<file path="src/rtl/dmem_arbiter_if.sv">
// Bus bundle between the two requesters, the arbiter and the single-ported data memory.
// Handshake: a requester raises pN_req with we/lock/addr/wdata and holds them stable until
// it sees pN_gnt in the same cycle; the access completes that cycle and pN_rvalid pulses
// exactly one cycle later with pN_rdata/pN_err. There is no backpressure on the response.
interface dmem_arbiter_if;
  logic        p0_req;
  logic        p0_we;
  logic        p0_lock;
  logic [31:0] p0_addr;
  logic [31:0] p0_wdata;
  logic        p0_gnt;
  logic        p0_rvalid;
  logic [31:0] p0_rdata;
  logic        p0_err;

  logic        p1_req;
  logic        p1_we;
  logic        p1_lock;
  logic [31:0] p1_addr;
  logic [31:0] p1_wdata;
  logic        p1_gnt;
  logic        p1_rvalid;
  logic [31:0] p1_rdata;
  logic        p1_err;

  logic        mem_we;
  logic [31:0] mem_a;
  logic [31:0] mem_wd;
  logic [31:0] mem_rd;

  // Arbiter side
  modport slave (
    input  p0_req, p0_we, p0_lock, p0_addr, p0_wdata,
    output p0_gnt, p0_rvalid, p0_rdata, p0_err,
    input  p1_req, p1_we, p1_lock, p1_addr, p1_wdata,
    output p1_gnt, p1_rvalid, p1_rdata, p1_err,
    output mem_we, mem_a, mem_wd,
    input  mem_rd
  );

  // Requester and memory side
  modport master (
    output p0_req, p0_we, p0_lock, p0_addr, p0_wdata,
    input  p0_gnt, p0_rvalid, p0_rdata, p0_err,
    output p1_req, p1_we, p1_lock, p1_addr, p1_wdata,
    input  p1_gnt, p1_rvalid, p1_rdata, p1_err,
    input  mem_we, mem_a, mem_wd,
    output mem_rd
  );
endinterface

</file>
<file path="src/rtl/dmem_arbiter.sv">
// Round-robin two-port arbiter in front of a single-ported data memory, with a bounded
// lock so one requester can run short atomic sequences. Internal state is exposed on o_dbg_*.
module dmem_arbiter #(
  parameter int MEM_SIZE = 64,
  parameter int MAX_HOLD = 4
) (
  input  logic                           clk,
  input  logic                           reset,
  dmem_arbiter_if.slave                  bus,
  output logic                           o_dbg_last,
  output logic                           o_dbg_owner_valid,
  output logic                           o_dbg_owner,
  output logic [$clog2(MAX_HOLD+1)-1:0]  o_dbg_hold_cnt
);
  localparam int              HW         = $clog2(MAX_HOLD + 1);
  localparam logic [HW-1:0]   MAX_HOLD_C = HW'(MAX_HOLD);
  localparam logic [31:0]     MEM_SIZE_C = 32'(MEM_SIZE);

  logic          r_last;
  logic          r_owner_valid;
  logic          r_owner;
  logic [HW-1:0] r_hold_cnt;
  logic [1:0]    r_rvalid;
  logic [1:0]    r_err;
  logic [31:0]   r_rdata0;
  logic [31:0]   r_rdata1;

  logic          w_gnt0;
  logic          w_gnt1;
  logic          w_lock_ovr;
  logic          w_any;
  logic          w_g;
  logic          w_sel_we;
  logic          w_sel_lock;
  logic [31:0]   w_sel_addr;
  logic [31:0]   w_sel_wdata;
  logic          w_in_range;
  logic          w_mem_en;
  logic [31:0]   w_rd_val;

  // Grants are gated by reset so no write can reach the memory while reset is low.
  always_comb begin
    w_gnt0     = 1'b0;
    w_gnt1     = 1'b0;
    w_lock_ovr = r_owner_valid && (r_hold_cnt < MAX_HOLD_C) &&
                 (r_owner ? bus.p1_lock : bus.p0_lock);
    if (reset) begin
      if (bus.p0_req && !bus.p1_req) begin
        w_gnt0 = 1'b1;
      end else if (bus.p1_req && !bus.p0_req) begin
        w_gnt1 = 1'b1;
      end else if (bus.p0_req && bus.p1_req) begin
        if (w_lock_ovr) begin
          w_gnt0 = !r_owner;
          w_gnt1 = r_owner;
        end else begin
          w_gnt0 = r_last;
          w_gnt1 = !r_last;
        end
      end
    end
  end

  assign w_any       = w_gnt0 | w_gnt1;
  assign w_g         = w_gnt1;
  assign w_sel_we    = w_g ? bus.p1_we    : bus.p0_we;
  assign w_sel_lock  = w_g ? bus.p1_lock  : bus.p0_lock;
  assign w_sel_addr  = w_g ? bus.p1_addr  : bus.p0_addr;
  assign w_sel_wdata = w_g ? bus.p1_wdata : bus.p0_wdata;
  assign w_in_range  = w_sel_addr < MEM_SIZE_C;
  assign w_mem_en    = w_any && w_in_range;
  assign w_rd_val    = (w_in_range && !w_sel_we) ? bus.mem_rd : 32'd0;

  // Out-of-range accesses still complete, but never touch the memory bus.
  assign bus.mem_we  = w_mem_en && w_sel_we;
  assign bus.mem_a   = w_mem_en ? w_sel_addr  : 32'd0;
  assign bus.mem_wd  = w_mem_en ? w_sel_wdata : 32'd0;

  assign bus.p0_gnt    = w_gnt0;
  assign bus.p1_gnt    = w_gnt1;
  assign bus.p0_rvalid = r_rvalid[0];
  assign bus.p1_rvalid = r_rvalid[1];
  assign bus.p0_rdata  = r_rdata0;
  assign bus.p1_rdata  = r_rdata1;
  assign bus.p0_err    = r_err[0];
  assign bus.p1_err    = r_err[1];

  assign o_dbg_last        = r_last;
  assign o_dbg_owner_valid = r_owner_valid;
  assign o_dbg_owner       = r_owner;
  assign o_dbg_hold_cnt    = r_hold_cnt;

  always_ff @(posedge clk or negedge reset) begin
    if (!reset) begin
      r_last        <= 1'b1;
      r_owner_valid <= 1'b0;
      r_owner       <= 1'b0;
      r_hold_cnt    <= '0;
      r_rvalid      <= 2'b00;
      r_err         <= 2'b00;
      r_rdata0      <= 32'd0;
      r_rdata1      <= 32'd0;
    end else if (w_any) begin
      r_last   <= w_g;
      r_rvalid <= w_g ? 2'b10 : 2'b01;
      if (w_g) begin
        r_rdata1 <= w_rd_val;
        r_err[1] <= !w_in_range;
      end else begin
        r_rdata0 <= w_rd_val;
        r_err[0] <= !w_in_range;
      end
      // A lock only extends a streak when the same port keeps it back-to-back.
      if (w_sel_lock) begin
        r_owner       <= w_g;
        r_owner_valid <= 1'b1;
        if (r_owner_valid && (r_owner == w_g)) begin
          r_hold_cnt <= (r_hold_cnt == MAX_HOLD_C) ? MAX_HOLD_C : r_hold_cnt + 1'b1;
        end else begin
          r_hold_cnt <= HW'(1);
        end
      end else begin
        r_owner_valid <= 1'b0;
        r_hold_cnt    <= '0;
      end
    end else begin
      r_rvalid      <= 2'b00;
      r_owner_valid <= 1'b0;
      r_hold_cnt    <= '0;
    end
  end
endmodule

</file>
<file path="src/flat_wrapper.sv">
// flat-port wrapper written by rule: the top's interface ports become plain ports
module dmem_arbiter_flat 
#(
  parameter int MEM_SIZE = 64,
  parameter int MAX_HOLD = 4
)
  (clk, reset, o_dbg_last, o_dbg_owner_valid, o_dbg_owner, o_dbg_hold_cnt, bus_p0_req, bus_p0_we, bus_p0_lock, bus_p0_addr, bus_p0_wdata, bus_p0_gnt, bus_p0_rvalid, bus_p0_rdata, bus_p0_err, bus_p1_req, bus_p1_we, bus_p1_lock, bus_p1_addr, bus_p1_wdata, bus_p1_gnt, bus_p1_rvalid, bus_p1_rdata, bus_p1_err, bus_mem_we, bus_mem_a, bus_mem_wd, bus_mem_rd);
  dmem_arbiter_if bus_i ();
  input  logic clk;
  input  logic reset;
  output logic o_dbg_last;
  output logic o_dbg_owner_valid;
  output logic o_dbg_owner;
  output logic [$clog2(MAX_HOLD+1)-1:0] o_dbg_hold_cnt;
  input wire logic [$bits(bus_i.p0_req)-1:0] bus_p0_req;
  input wire logic [$bits(bus_i.p0_we)-1:0] bus_p0_we;
  input wire logic [$bits(bus_i.p0_lock)-1:0] bus_p0_lock;
  input wire logic [$bits(bus_i.p0_addr)-1:0] bus_p0_addr;
  input wire logic [$bits(bus_i.p0_wdata)-1:0] bus_p0_wdata;
  output wire logic [$bits(bus_i.p0_gnt)-1:0] bus_p0_gnt;
  output wire logic [$bits(bus_i.p0_rvalid)-1:0] bus_p0_rvalid;
  output wire logic [$bits(bus_i.p0_rdata)-1:0] bus_p0_rdata;
  output wire logic [$bits(bus_i.p0_err)-1:0] bus_p0_err;
  input wire logic [$bits(bus_i.p1_req)-1:0] bus_p1_req;
  input wire logic [$bits(bus_i.p1_we)-1:0] bus_p1_we;
  input wire logic [$bits(bus_i.p1_lock)-1:0] bus_p1_lock;
  input wire logic [$bits(bus_i.p1_addr)-1:0] bus_p1_addr;
  input wire logic [$bits(bus_i.p1_wdata)-1:0] bus_p1_wdata;
  output wire logic [$bits(bus_i.p1_gnt)-1:0] bus_p1_gnt;
  output wire logic [$bits(bus_i.p1_rvalid)-1:0] bus_p1_rvalid;
  output wire logic [$bits(bus_i.p1_rdata)-1:0] bus_p1_rdata;
  output wire logic [$bits(bus_i.p1_err)-1:0] bus_p1_err;
  output wire logic [$bits(bus_i.mem_we)-1:0] bus_mem_we;
  output wire logic [$bits(bus_i.mem_a)-1:0] bus_mem_a;
  output wire logic [$bits(bus_i.mem_wd)-1:0] bus_mem_wd;
  input wire logic [$bits(bus_i.mem_rd)-1:0] bus_mem_rd;
  assign bus_i.p0_req = bus_p0_req;
  assign bus_i.p0_we = bus_p0_we;
  assign bus_i.p0_lock = bus_p0_lock;
  assign bus_i.p0_addr = bus_p0_addr;
  assign bus_i.p0_wdata = bus_p0_wdata;
  assign bus_p0_gnt = bus_i.p0_gnt;
  assign bus_p0_rvalid = bus_i.p0_rvalid;
  assign bus_p0_rdata = bus_i.p0_rdata;
  assign bus_p0_err = bus_i.p0_err;
  assign bus_i.p1_req = bus_p1_req;
  assign bus_i.p1_we = bus_p1_we;
  assign bus_i.p1_lock = bus_p1_lock;
  assign bus_i.p1_addr = bus_p1_addr;
  assign bus_i.p1_wdata = bus_p1_wdata;
  assign bus_p1_gnt = bus_i.p1_gnt;
  assign bus_p1_rvalid = bus_i.p1_rvalid;
  assign bus_p1_rdata = bus_i.p1_rdata;
  assign bus_p1_err = bus_i.p1_err;
  assign bus_mem_we = bus_i.mem_we;
  assign bus_mem_a = bus_i.mem_a;
  assign bus_mem_wd = bus_i.mem_wd;
  assign bus_i.mem_rd = bus_mem_rd;
  dmem_arbiter #(.MEM_SIZE(MEM_SIZE), .MAX_HOLD(MAX_HOLD)) u_core (.clk(clk), .reset(reset), .bus(bus_i), .o_dbg_last(o_dbg_last), .o_dbg_owner_valid(o_dbg_owner_valid), .o_dbg_owner(o_dbg_owner), .o_dbg_hold_cnt(o_dbg_hold_cnt));
endmodule
</file>
<file path="config.mk">
export PLATFORM = sky130hd
export DESIGN_NAME = dmem_arbiter_flat
export DESIGN_NICKNAME = d
export VERILOG_FILES = /design/src/rtl/dmem_arbiter_if.sv /design/src/rtl/dmem_arbiter.sv /design/src/flat_wrapper.sv
export SDC_FILE = /design/constraint.sdc
export NUM_CORES = 1
export LEC_CHECK = 0
export BUFFER_PORTS_ARGS = -buffer_cell sky130_fd_sc_hd__buf_2
export CAP_MARGIN = 30
export CORE_MARGIN = 2
export CORE_UTILIZATION = 25
export DETAILED_ROUTE_END_ITERATION = 10
export GPL_TIMING_DRIVEN = 0
export PLACE_DENSITY = 0.67
export SLEW_MARGIN = 30
export SYNTH_ARGS = -nofsm -noshare
export SYNTH_HDL_FRONTEND = slang
export SYNTH_SLANG_ARGS = --single-unit
</file>
<file path="constraint.sdc">
create_clock -name clk -period 1.92 [get_ports clk]
set_input_delay 0.288 -clock clk [delete_from_list [all_inputs] [get_ports clk]]
set_output_delay 0.288 -clock clk [all_outputs]
set_load 0.01 [all_outputs]
</file>
## Word level (Yosys, flattened, before mapping)

Cells that the tools add are included.

- Register bits: 74
- Bits of input ports: 168
- Output and inout bits: 141
- Word-level logic and storage cells: 60

- Add/sub/neg operators: 1
- Order comparisons: 2
- Equality and inequality tests: 2
- Multiplexer cells: 26
- Bitwise gates (word level): 2
- Reduce and logical (&&, ||, !) cells: 18

Operator list:

| kind | count |
|---|---|
| 2-to-1 mux 32 bit | 5 |
| less-than comparator 32 x 7 -> 1 bit (second input constant) | 1 |
| 2-to-1 mux 1 bit | 15 |
| 2-to-1 mux 3 bit | 4 |
| logical AND 1 bit | 9 |
| logical NOT 1 bit | 6 |
| AND reduction 2 bit | 3 |
| 2-to-1 mux 2 bit | 2 |
| adder 3 x 1 -> 3 bit (second input constant) | 1 |
| equality test 3 bit (second input constant) | 1 |
| less-than comparator 3 bit (second input constant) | 1 |
| equality test 1 bit | 1 |
| NOT 1 bit | 1 |
| bitwise OR 1 bit | 1 |

## Logic depth before layout (Yosys ltp)

Gate-level depths: netlist of the first run.

- Word-level depth: 13
- Depth in mapped cells: 7
- Depth with buffers taken out: 6

## Worst setup path before layout of the first run

No wires, ideal clock.

- Kind: register to output
- Start point: register u_core.r_owner (netlist: u_core.o_dbg_owner)
- End point: output port bus_mem_a[0]
- Arrival: 1.777 ns
- Required time: 1.632 ns
- Path slack: -0.145 ns
- Stages on the path, launching flop included: 8
- Buffers on the path: 1
- Cell sequence: dfrtp_1 > and4bb_1 > a32o_1 > o21ai_4 > inv_2 > clkbuf_1 > a22oi_1 > nor2_1

- Elaborated cells on any way between the ends: 18
- Classes of those cells: 1 x order compare; 13 x mux; 1 x bitwise; 3 x reduce/logical

RTL lines:

| what | RTL line | RTL |
|---|---|---|
| from (decl) | dmem_arbiter.sv:21 | `logic r_owner;` |
| from (signal assigned) | dmem_arbiter.sv:115 | `r_owner <= w_g;` |
| 2-to-1 mux 1 bit | dmem_arbiter.sv:46 | `(r_owner ? bus.p1_lock : bus.p0_lock);` |
| logical AND 1 bit | dmem_arbiter.sv:45 | `w_lock_ovr = r_owner_valid && (r_hold_cnt < MAX_HOLD_C) &&` |
| 2-to-1 mux 1 bit (*) | dmem_arbiter.sv:53 | `if (w_lock_ovr) begin` |
| 2-to-1 mux 1 bit (*) | dmem_arbiter.sv:52 | `end else if (bus.p0_req && bus.p1_req) begin` |
| 2-to-1 mux 1 bit (*) | dmem_arbiter.sv:50 | `end else if (bus.p1_req && !bus.p0_req) begin` |
| 2-to-1 mux 1 bit (*) | dmem_arbiter.sv:48 | `if (bus.p0_req && !bus.p1_req) begin` |
| 2-to-1 mux 1 bit (*) | dmem_arbiter.sv:47 | `if (reset) begin` |
| via bus_p0_gnt | flat_wrapper.sv:20 | `output wire logic [$bits(bus_i.p0_gnt)-1:0] bus_p0_gnt;` |
| bitwise OR 1 bit (*) | dmem_arbiter.sv:64 | `assign w_any = w_gnt0 \| w_gnt1;` |
| logical AND 1 bit (*) | dmem_arbiter.sv:71 | `assign w_mem_en = w_any && w_in_range;` |
| 2-to-1 mux 32 bit (*) | dmem_arbiter.sv:76 | `assign bus.mem_a = w_mem_en ? w_sel_addr : 32'd0;` |
| to (decl) | flat_wrapper.sv:34 | `output wire logic [$bits(bus_i.mem_a)-1:0] bus_mem_a;` |

Mark *: on every way through the listed nets, which the timed path passes. The rest lies on a longest branch.

## Worst setup path in the final report of the first run

- Start point: register u_core.r_owner (netlist: u_core.o_dbg_owner)
- End point: output port bus_mem_wd[7]

- Word-level cells in the longest chain between the ends: 11
- Elaborated cells on any way between the ends: 19
- Classes of those cells: 1 x order compare; 14 x mux; 1 x bitwise; 3 x reduce/logical

Ends and longest elaborated chain:

| what | RTL line | RTL |
|---|---|---|
| 2-to-1 mux 1 bit | dmem_arbiter.sv:46 |  |
| logical AND 1 bit | dmem_arbiter.sv:45 |  |
| 2-to-1 mux 1 bit | dmem_arbiter.sv:53 |  |
| 2-to-1 mux 1 bit | dmem_arbiter.sv:52 |  |
| 2-to-1 mux 1 bit | dmem_arbiter.sv:50 |  |
| 2-to-1 mux 1 bit | dmem_arbiter.sv:48 |  |
| 2-to-1 mux 1 bit | dmem_arbiter.sv:47 |  |
| 2-to-1 mux 32 bit | dmem_arbiter.sv:68 | `assign w_sel_addr = w_g ? bus.p1_addr : bus.p0_addr;` |
| less-than comparator 32 x 7 -> 1 bit | dmem_arbiter.sv:70 | `assign w_in_range = w_sel_addr < MEM_SIZE_C;` |
| logical AND 1 bit | dmem_arbiter.sv:71 |  |
| 2-to-1 mux 32 bit (*) | dmem_arbiter.sv:77 | `assign bus.mem_wd = w_mem_en ? w_sel_wdata : 32'd0;` |
| to (decl) | flat_wrapper.sv:35 | `output wire logic [$bits(bus_i.mem_wd)-1:0] bus_mem_wd;` |

Mark *: on every way between the ends. The rest lies on a longest branch, timed or not.

==> impl_metrics.tcl, run 1 <==
set metrics [dict create \
    wirelength_mm 14.81 \
    overflow 0 \
    synth_top_area_share_pct 50.47 \
    area_growth_pct 74.18 \
    violations "setup timing" \
    die_w_um 124.3 \
    outcome "finished, violations left" \
    cp-end-kind "output port" \
    ys_seq_elements 74 \
    worstPathRequired_ps 1630 \
    cts_tree "built" \
    drc 0 \
    wl_per_cell_um 17.20 \
    avgSynthCellArea_um2 10.94 \
    die_h_um 124.3 \
    hold_viol_final 0 \
    insertion_delay_ps 330 \
    num_vias 3949 \
    startpoint "u_core.o_dbg_owner" \
    antenna_found_initial 1 \
    grt_max_degree 40 \
    ys_warn_count 0 \
    rsz0062_at_grt "yes" \
    nNetsFinal 846 \
    start_util_pct 25.88 \
    fmax_mhz 411.6 \
    cts-root-buf "clkbuf_16" \
    yosysTopAreaCell "dfrtp_1" \
    synthTopCellsByArea "dfrtp_1 (50%), a22o_1 (15%), a22oi_1 (8.1%)" \
    vias_per_cell 4.587 \
    ios 309 \
    htree_levels 3 \
    peakVddDrop_uv 439.6 \
    track_usage_pct 17.95 \
    num_rows 43 \
    synth_area_mm2 0.003620 \
    timing.critical_path.arrival_ps 2140 \
    slew_headroom_pct 63.09 \
    totalPowerFinal_w 0.004137 \
    synth_common_cells "dfrtp_1 (73), a22o_1 (64), nor2_1 (46), a22oi_1 (39), buf_4 (26)" \
    clock_sink_count 74 \
    utilization_pct 45.07 \
    yosysUniqueCellTypes 36 \
    setup_slack_ps -509.6 \
    grt_pass1_wl_mm 22.00 \
    hpwlAfterDp_mm 11.21 \
    max_slew.worst_pin.slew_ps 553.7 \
    drt_iter0_markers 202 \
    ant_nets 0 \
    setup_violations 106 \
    drt_first_pass_iters 4 \
    r2r.worst_path.cells 8 \
    cap_violations 0 \
    clock_skew_ps 10.09 \
    min_period_ps 2430 \
    clk_pin_slew_worst_paths_ps 50 \
    powerDensity_mw_per_mm2 656.1 \
    async_flop_share_pct 100.0 \
    portBuffers 282 \
    drive_above_1_share_pct 62.21 \
    r2r_end "u_core.bus.p0_rdata[25]" \
    synth_edf_count 0 \
    reg2reg_slack_ps -200 \
    slew_viol_final 0 \
    grt_pass1_vias 3821 \
    cellLeakagePower_nw 3.466 \
    cp-endpoint "bus_mem_wd[7]" \
    ys_seq_area_share_pct 51.19 \
    die_area_mm2 0.01546 \
    clk_path_buf_depth 2 \
    cp-start-kind "register" \
    timing.final.crit_share_pct 126.5 \
    hp-class "input pin to async pin" \
    fill_cells 1399 \
    path_max_fanout 10 \
    synthFlopType "dfrtp_1" \
    coreArea_mm2 0.01399 \
    netlist_instances 331 \
    reg2reg_from "u_core.o_dbg_hold_cnt[2]" \
    place_congestion 0.8445 \
    crit_type "register to output port" \
    numCtsBuffers 9 \
    yosysMostFrequentCell "dfrtp_1" \
]
## layer usage
metal | up-vias | routed length (µm) | global-route usage [%] | part of all wire [%]
li1 | 1899 | - | - | -
met1 | 1869 | 6510 | 24.46 | 44
met2 | 172 | 7005 | 28.25 | 47
met3 | 9 | 1195 | 5.756 | 8.1
met4 | 0 | 97 | 3.305 | 0.66
met5 | - | 0 | 0 | 0
## placed cells by master (no fill, tap or decap), types with 3 or more instances in the layout
cell type,n
clkbuf_16,13
buf_2,278
nor4_1,13
a22oi_2,7
nand2_1,8
buf_12,4
nor2_4,4
buf_8,6
clkbuf_1,3
dfrtp_1,72
a22o_1,64
a22oi_1,32
nor2_1,12
inv_1,5
clkbuf_4,4
conb_1,26
buf_4,39
nor2_2,30
buf_6,16
## sequential cells by signal, summed over array words and instances (netlist names)
signal	count
u_core.bus.p1_rdata	32
u_core.o_dbg_last	1
u_core.o_dbg_owner_valid	1
u_core.bus.p0_rdata	32
u_core.r_rvalid	2
u_core.o_dbg_owner	1
u_core.o_dbg_hold_cnt	3
u_core.r_err	2
## how the worst min path moves through the flow
stage,slack [ps],cells past startpoint,start,to
5_1_grt,20,2,reset,u_core.o_dbg_last
3_3_place_gp,480,2,u_core.o_dbg_last,u_core.o_dbg_last
6_report,30,2,reset,u_core.o_dbg_last
2_1_floorplan,-8,0,reset,u_core.bus.p0_rdata[0]
4_1_cts,20,2,reset,u_core.o_dbg_last
3_5_place_dp,270,1,reset,u_core.bus.p1_rdata[13]
## cells by family after synthesis
logic type               count (synthesis)  synth area share, %
AND/OR/NAND/NOR                         81                10.99
flip-flops                              74                51.19
buffers and inverters                   57                10.02
other                                    1               0.1036
multiplexers                             1               0.3111
AO/OA/AOI/OAI                          114                26.44
XOR/XNOR                                 1               0.2420
adder cells (fa/ha/maj)                  2               0.6912
## worst max-delay path: stages (launching register included)
cell and delay (ps):
dfrtp_2 420, and4bb_1 290, a32oi_2 100, buf_4 180, a211oi_2 210, a21oi_2 60
buf_6 140, clkbuf_16 170, nor2_2 110, buf_2 140
## cell type report
type | instances | area, µm² | share of cell area [%]
diodes | 1 | 2.502 | 0.03969
plain buffers | 50 | 457.9 | 7.263
clock buffers | 9 | 225.2 | 3.572
clock inverters | 6 | 91.34 | 1.449
inverters | 7 | 36.28 | 0.5755
multi-input cells | 225 | 1648 | 26.14
flip-flops and latches | 74 | 1854 | 29.41
well taps | 180 | 225.2 | 3.572
repair buffers | 309 | 1764 | 27.98
## power by group
part	internal [W]	switching (W)
clock	0.00114	0.000648
combinational	0.000362	0.000387
sequential	0.00158	0.0000180
total	0.00308	0.00105
## per-stage QoR
stage | worst slack (ps) | instance area (µm²) | std cells | hold slack (ps) | TNS [ps]
2_1_floorplan | -6.541 | 3830 | 356 | -7.591 | -130.8
3_3_place_gp | -1434 | 5466 | 818 | 482.0 | -139510
3_5_place_dp | -719.8 | 5489 | 819 | 269.5 | -60770
4_1_cts | -498.4 | 6136 | 854 | 22.92 | -27120
5_1_grt | -593.8 | 6302 | 860 | 15.39 | -40360
6_report | -509.6 | 6305 | 861 | 31.32 | -29910
## repair_timing
action / in CTS / in global routing
pin swaps: 7 / 6
endpoints found under the hold margin: 34 / 0
cloned: 1 / 1
resized for setup: 30 / 27
setup endpoints to repair: 110 / 108
hold buffers: 4 / 0
buffers inserted: 15 / 5
(Power assumes the default switching activity.)
==> run 2, diff against run 1 <==
- CORE_MARGIN: 2 -> unset
- PLACE_DENSITY: 0.67 -> unset
- PLACE_DENSITY_LB_ADDON: unset -> 0.15
==> impl_metrics.tcl, run 2 (synthesis results as in run 1) <==
set metrics [dict create \
    outcome "finished, violations left" \
    violations "setup timing" \
    start_util_pct 25.88 \
    rsz0062_at_grt "yes" \
    max_slew.worst_pin.slew_ps 494.2 \
    htree_levels 3 \
    numCtsBuffers 9 \
    path_max_fanout 8 \
    use_met3_pct 4.786 \
    grt_pass1_vias 3576 \
    fill_cells 1304 \
    cap_violations 0 \
    hp-class "input pin to async pin" \
    num_rows 43 \
    antenna_cells 0 \
    placedCellCount 819 \
    slew_headroom_pct 66.20 \
    area_growth_pct 87.11 \
    wl_per_cell_um 16.88 \
    nNetsFinal 845 \
    insertion_delay_ps 320 \
    setup_slack_ps -431.5 \
    reg2reg_slack_ps -280 \
    die_w_um 122.3 \
    drive_above_1_share_pct 66.57 \
    antenna_found_initial 0 \
    reg2reg_from "u_core.o_dbg_owner_valid" \
    die_area_mm2 0.01496 \
    dpl_worst_slack_ps -579.9 \
    drt_first_pass_iters 4 \
    layout_commonest_cell "buf_2" \
    coreArea_mm2 0.01399 \
    drt_iter0_markers 114 \
    place_congestion 0.7399 \
    grt_max_degree 42 \
    crit_slowest_cell "dfrtp_2" \
    startpoint "u_core.o_dbg_owner_valid" \
    die_h_um 122.3 \
    cellLeakagePower_nw 3.537 \
    clock_sink_count 74 \
    clk_pin_slew_worst_paths_ps 60 \
    grt_use_met2_pct 28.16 \
    timing.critical_path.arrival_ps 2060 \
    min_period_ps 2352 \
    worstPathRequired_ps 1630 \
    r2r_end "u_core.bus.p1_rdata[15]" \
    cp-start-kind "register" \
    wirelength_mm 14.50 \
    clock_skew_ps 4.184 \
    layout_common_cells "buf_2 (258), dfrtp_1 (71), a22o_1 (64), buf_4 (37), buf_6 (32)" \
    slowest_delay_ps 440 \
    timing.final.crit_share_pct 122.5 \
    powerDensity_mw_per_mm2 637.8 \
    track_usage_pct 17.20 \
    portBuffers 282 \
    vias_per_cell 4.665 \
    crit_type "register to output port" \
    use_met1_pct 22.68 \
    instances_no_fill 859 \
    busiest_layer "met2" \
    ios 309 \
    drc 0 \
    clk_path_buf_depth 2 \
    setup_violations 103 \
    hpwlAfterDp_mm 10.48 \
    hold_viol_final 0 \
    crit_chain "and4bb_1 > a32oi_2 > nand2_4 > inv_8 > a21oi_4 > buf_12 > clkbuf_16 > nor2_1 > buf_2" \
    fmax_mhz 425.3 \
    ant_nets 0 \
    cts_tree "built" \
    cts-root-buf "clkbuf_16" \
    peakVddDrop_uv 412.7 \
    r2r.worst_path.cells 9 \
    slew_viol_final 0 \
    cp-end-kind "output port" \
    num_vias 4007 \
    overflow 0 \
    grt_pass1_wl_mm 19.60 \
]
-- run 2: what timing repair did --
item,4_1_cts,5_1_grt
hold buffers,5,0
resized for setup,41,92
pin swaps,7,33
setup buffers,11,2
cloned,2,6
endpoints found under the hold margin,32,0
setup endpoints to repair,110,111
-- run 2: how the worst max path moves through the flow --
| stage | slack [ps] | cells after the start | endpoint |
|---|---|---|---|
| after floorplan | -7 | 7 | bus_mem_wd[10] |
| after global placement | -1440 | 8 | bus_mem_wd[9] |
| after detailed placement | -580 | 9 | bus_mem_wd[9] |
| after CTS | -480 | 9 | bus_mem_a[0] |
| after global routing | -540 | 8 | bus_mem_wd[13] |
| final | -430 | 9 | bus_mem_wd[3] |
-- run 2: area by class of cell --
type | count | area (µm²) | area share (%)
well taps | 180 | 225.2 | 3.325
clock inverters | 4 | 98.84 | 1.459
repair buffers | 307 | 1923 | 28.39
flip-flops and latches | 74 | 1856 | 27.40
inverters | 7 | 36.28 | 0.5357
repair inverters | 1 | 6.256 | 0.09237
multi-input cells | 225 | 1898 | 28.03
plain buffers | 50 | 486.7 | 7.186
clock buffers | 11 | 242.7 | 3.584
-- run 2: power breakdown --
group | internal (W) | leakage [nW] | switching, W
registers | 0.00158 | 1.01 | 0.0000245
logic | 0.000360 | 2.36 | 0.000410
clock network | 0.00130 | 0.166 | 0.000637
total | 0.00325 | 3.54 | 0.00107
-- run 2: stage by stage --
| stage | power, W | TNS (ps) | hold WS, ps | utilization (%) | cell area, µm² |
|---|---|---|---|---|---|
| 2_1_floorplan | 0.001928 | -130.8 | -7.591 | - | 3830 |
| 3_3_place_gp | 0.002233 | -140140 | 481.3 | 39.08 | 5466 |
| 3_5_place_dp | 0.002251 | -44360 | 200.7 | 39.32 | 5500 |
| 4_1_cts | 0.004322 | -32200 | 30.80 | 44.44 | 6216 |
| 5_1_grt | 0.004512 | -35970 | 40.41 | 48.42 | 6773 |
| 6_report | 0.004320 | -26080 | 28.23 | 48.42 | 6773 |
-- run 2: worst max-delay path: cells and delay by family, from the launching register on --
| family | cells | cell delay (ps) |
|---|---|---|
| AOI/OAI and AO/OA | 2 | 340 |
| buffers and inverters | 4 | 540 |
| DFF | 1 | 440 |
| and+or+nand+nor | 3 | 410 |
-- run 2: routing by layer --
metal	up-vias	wire, µm
met5	-	0
met4	0	88
met3	7	1059
met2	169	7029
met1	1947	6321
li1	1884	-
==> run 3, diff against run 2 <==
- CAP_MARGIN: 30 -> 10
- CORE_ASPECT_RATIO: unset -> 0.6
- clock period: 1.92 -> 2.1 ns (I/O delays scaled with it)
==> impl_metrics.tcl, run 3 (synthesis results as in run 1) <==
set metrics [dict create \
    outcome "finished, violations left" \
    violations "setup timing" \
    crit_type "register to output port" \
    path_buf_inv 3 \
    nNetsFinal 834 \
    wirelength_mm 14.76 \
    coreArea_mm2 0.01387 \
    num_vias 3917 \
    min_period_ps 2444 \
    drt_first_pass_iters 4 \
    powerDensity_mw_per_mm2 604.3 \
    ant_nets 0 \
    hold-worst-slack_ps 41.44 \
    antenna_cells 0 \
    peakVddDrop_uv 323.8 \
    timing.critical_path.arrival_ps 2130 \
    p_sw_w 0.0009440 \
    area_growth_pct 65.95 \
    cp-end-kind "output port" \
    drc 0 \
    grt_max_degree 45 \
    grt_pass1_vias 3443 \
    die_h_um 95.21 \
    start_util_pct 26.09 \
    vias_per_cell 4.555 \
    cp-start-kind "register" \
    htree_levels 3 \
    post_dp_cell_area_mm2 0.005395 \
    clk_pin_slew_worst_paths_ps 60 \
    timing.final.crit_share_pct 116.4 \
    worstPathRequired_ps 1780 \
    antenna_found_initial 0 \
    place_congestion 0.7495 \
    slew_headroom_pct 61.64 \
    fmax_mhz 409.2 \
    crit_slowest_cell "dfrtp_1" \
    hold_viol_final 0 \
    layout_common_cells "buf_2 (282), dfrtp_1 (72), a22o_1 (64), nor2_1 (44), buf_4 (39)" \
    clock_sink_count 74 \
    totalPowerFinal_w 0.003630 \
    seq_power_share_pct 40.5 \
    p_sw_share_pct 26.00 \
    insertion_delay_ps 330 \
    design_area_mm2 0.006007 \
    overflow 0 \
    hp-class "input pin to async pin" \
    intPower_w 0.002686 \
    grt_pass1_wl_mm 20.42 \
    layout_commonest_cell "buf_2" \
    portBuffers 282 \
    cellLeakagePower_nw 3.361 \
    path_max_fanout 10 \
    cts_tree "built" \
    p_comb_share_pct 17.5 \
    die_w_um 157.3 \
    slowest_delay_ps 410 \
    wl_per_cell_um 17.16 \
    hpwlAfterDp_mm 11.60 \
    clock_skew_ps 7.140 \
    setup_violations 54 \
    drive_above_1_share_pct 57.63 \
    cap_violations 0 \
    rsz0062_at_grt "yes" \
    ios 309 \
    max_slew.worst_pin.slew_ps 575.4 \
    track_usage_pct 18.48 \
    die_area_mm2 0.01498 \
    cp_top_family "simple AND/OR/NAND/NOR gates" \
    num_rows 33 \
    numCtsBuffers 9 \
    drt_iter0_markers 287 \
    cts-root-buf "clkbuf_16" \
    clockPowerShare_pct 42.0 \
    tns_ps -12120 \
    slew_viol_final 0 \
    setup_slack_ps -344.0 \
    crit_chain "nand4b_1 > a32oi_2 > nand2_4 > inv_8 > a21oi_4 > clkbuf_4 > nor2_2 > buf_2" \
    clk_path_buf_depth 2 \
]
run 3: changes by cell type in the layout (fill, tap and decap cells not counted), sizes merged:
cell         previous run  this run
buf                   341       331
bufinv                  3         1
clkbuf                 25        26
clkinv                  0         2
clkinvlp                0         2
dlygate4sd3             2         0
inv                     9         7
run 3: layer usage:
layer / wire length [µm] / GRT usage, % / up-vias
met1: 7073 / 28.89 / 1922
met4: 36 / 3.074 / 0
met5: 0 / 0 / -
met2: 6594 / 24.82 / 130
met3: 1054 / 5.045 / 7
li1: - / - / 1858
run 3: power by group through the flow:
stage / sequential, W / combinational (W) / clock (W)
global route: 0.00147 / 0.000693 / 0.00164
finish: 0.00147 / 0.000634 / 0.00153
global placement: 0.00149 / 0.000534 / 0
detailed placement: 0.00150 / 0.000549 / 0
floorplan: 0.00150 / 0.000240 / 0
CTS: 0.00147 / 0.000629 / 0.00157
run 3: metrics by stage:
stage,utilization (%),worst slack [ps],std cells
4_1_cts,43.20,-328.7,859
6_report,43.30,-344.0,860
2_1_floorplan,-,7.993,356
3_3_place_gp,38.67,-1448,830
3_5_place_dp,38.89,-491.1,831
5_1_grt,43.30,-486.9,860
run 3: layout make-up:
type / count / area, µm²
Multi-Input combinational cell: 225 / 1577
Clock buffer: 10 / 239.0
Timing Repair Buffer: 297 / 1579
Inverter: 7 / 36.28
Clock inverter: 5 / 55.05
Sequential cell: 74 / 1854
Fill cell: 1386 / 7866
Tap cell: 192 / 240.2
Buffer: 50 / 426.7
run 3: final timing paths:
path                                           from                       to  slack, ps  cells past startpoint
setup / recovery           u_core.o_dbg_hold_cnt[2]           bus_mem_wd[15]       -340                      8
hold / removal                                reset   u_core.bus.p0_rdata[3]         40                      2
min in group clk                      bus_mem_rd[2]   u_core.bus.p0_rdata[2]        220                      2
hold reg to reg                   u_core.o_dbg_last        u_core.o_dbg_last        490                      2
setup reg to reg           u_core.o_dbg_hold_cnt[2]  u_core.bus.p1_rdata[24]        -10                      8
max in group asynchronous                     reset        u_core.o_dbg_last       1770                      2
run 3: timing repair:
item                                   4_1_cts  5_1_grt
setup endpoints to repair                  104       95
endpoints found under the hold margin       30        0
pin swaps                                    9        2
hold buffers                                 1        0
resized for setup                           52        3
gates cloned                                 3        0
setup buffers                                9        1
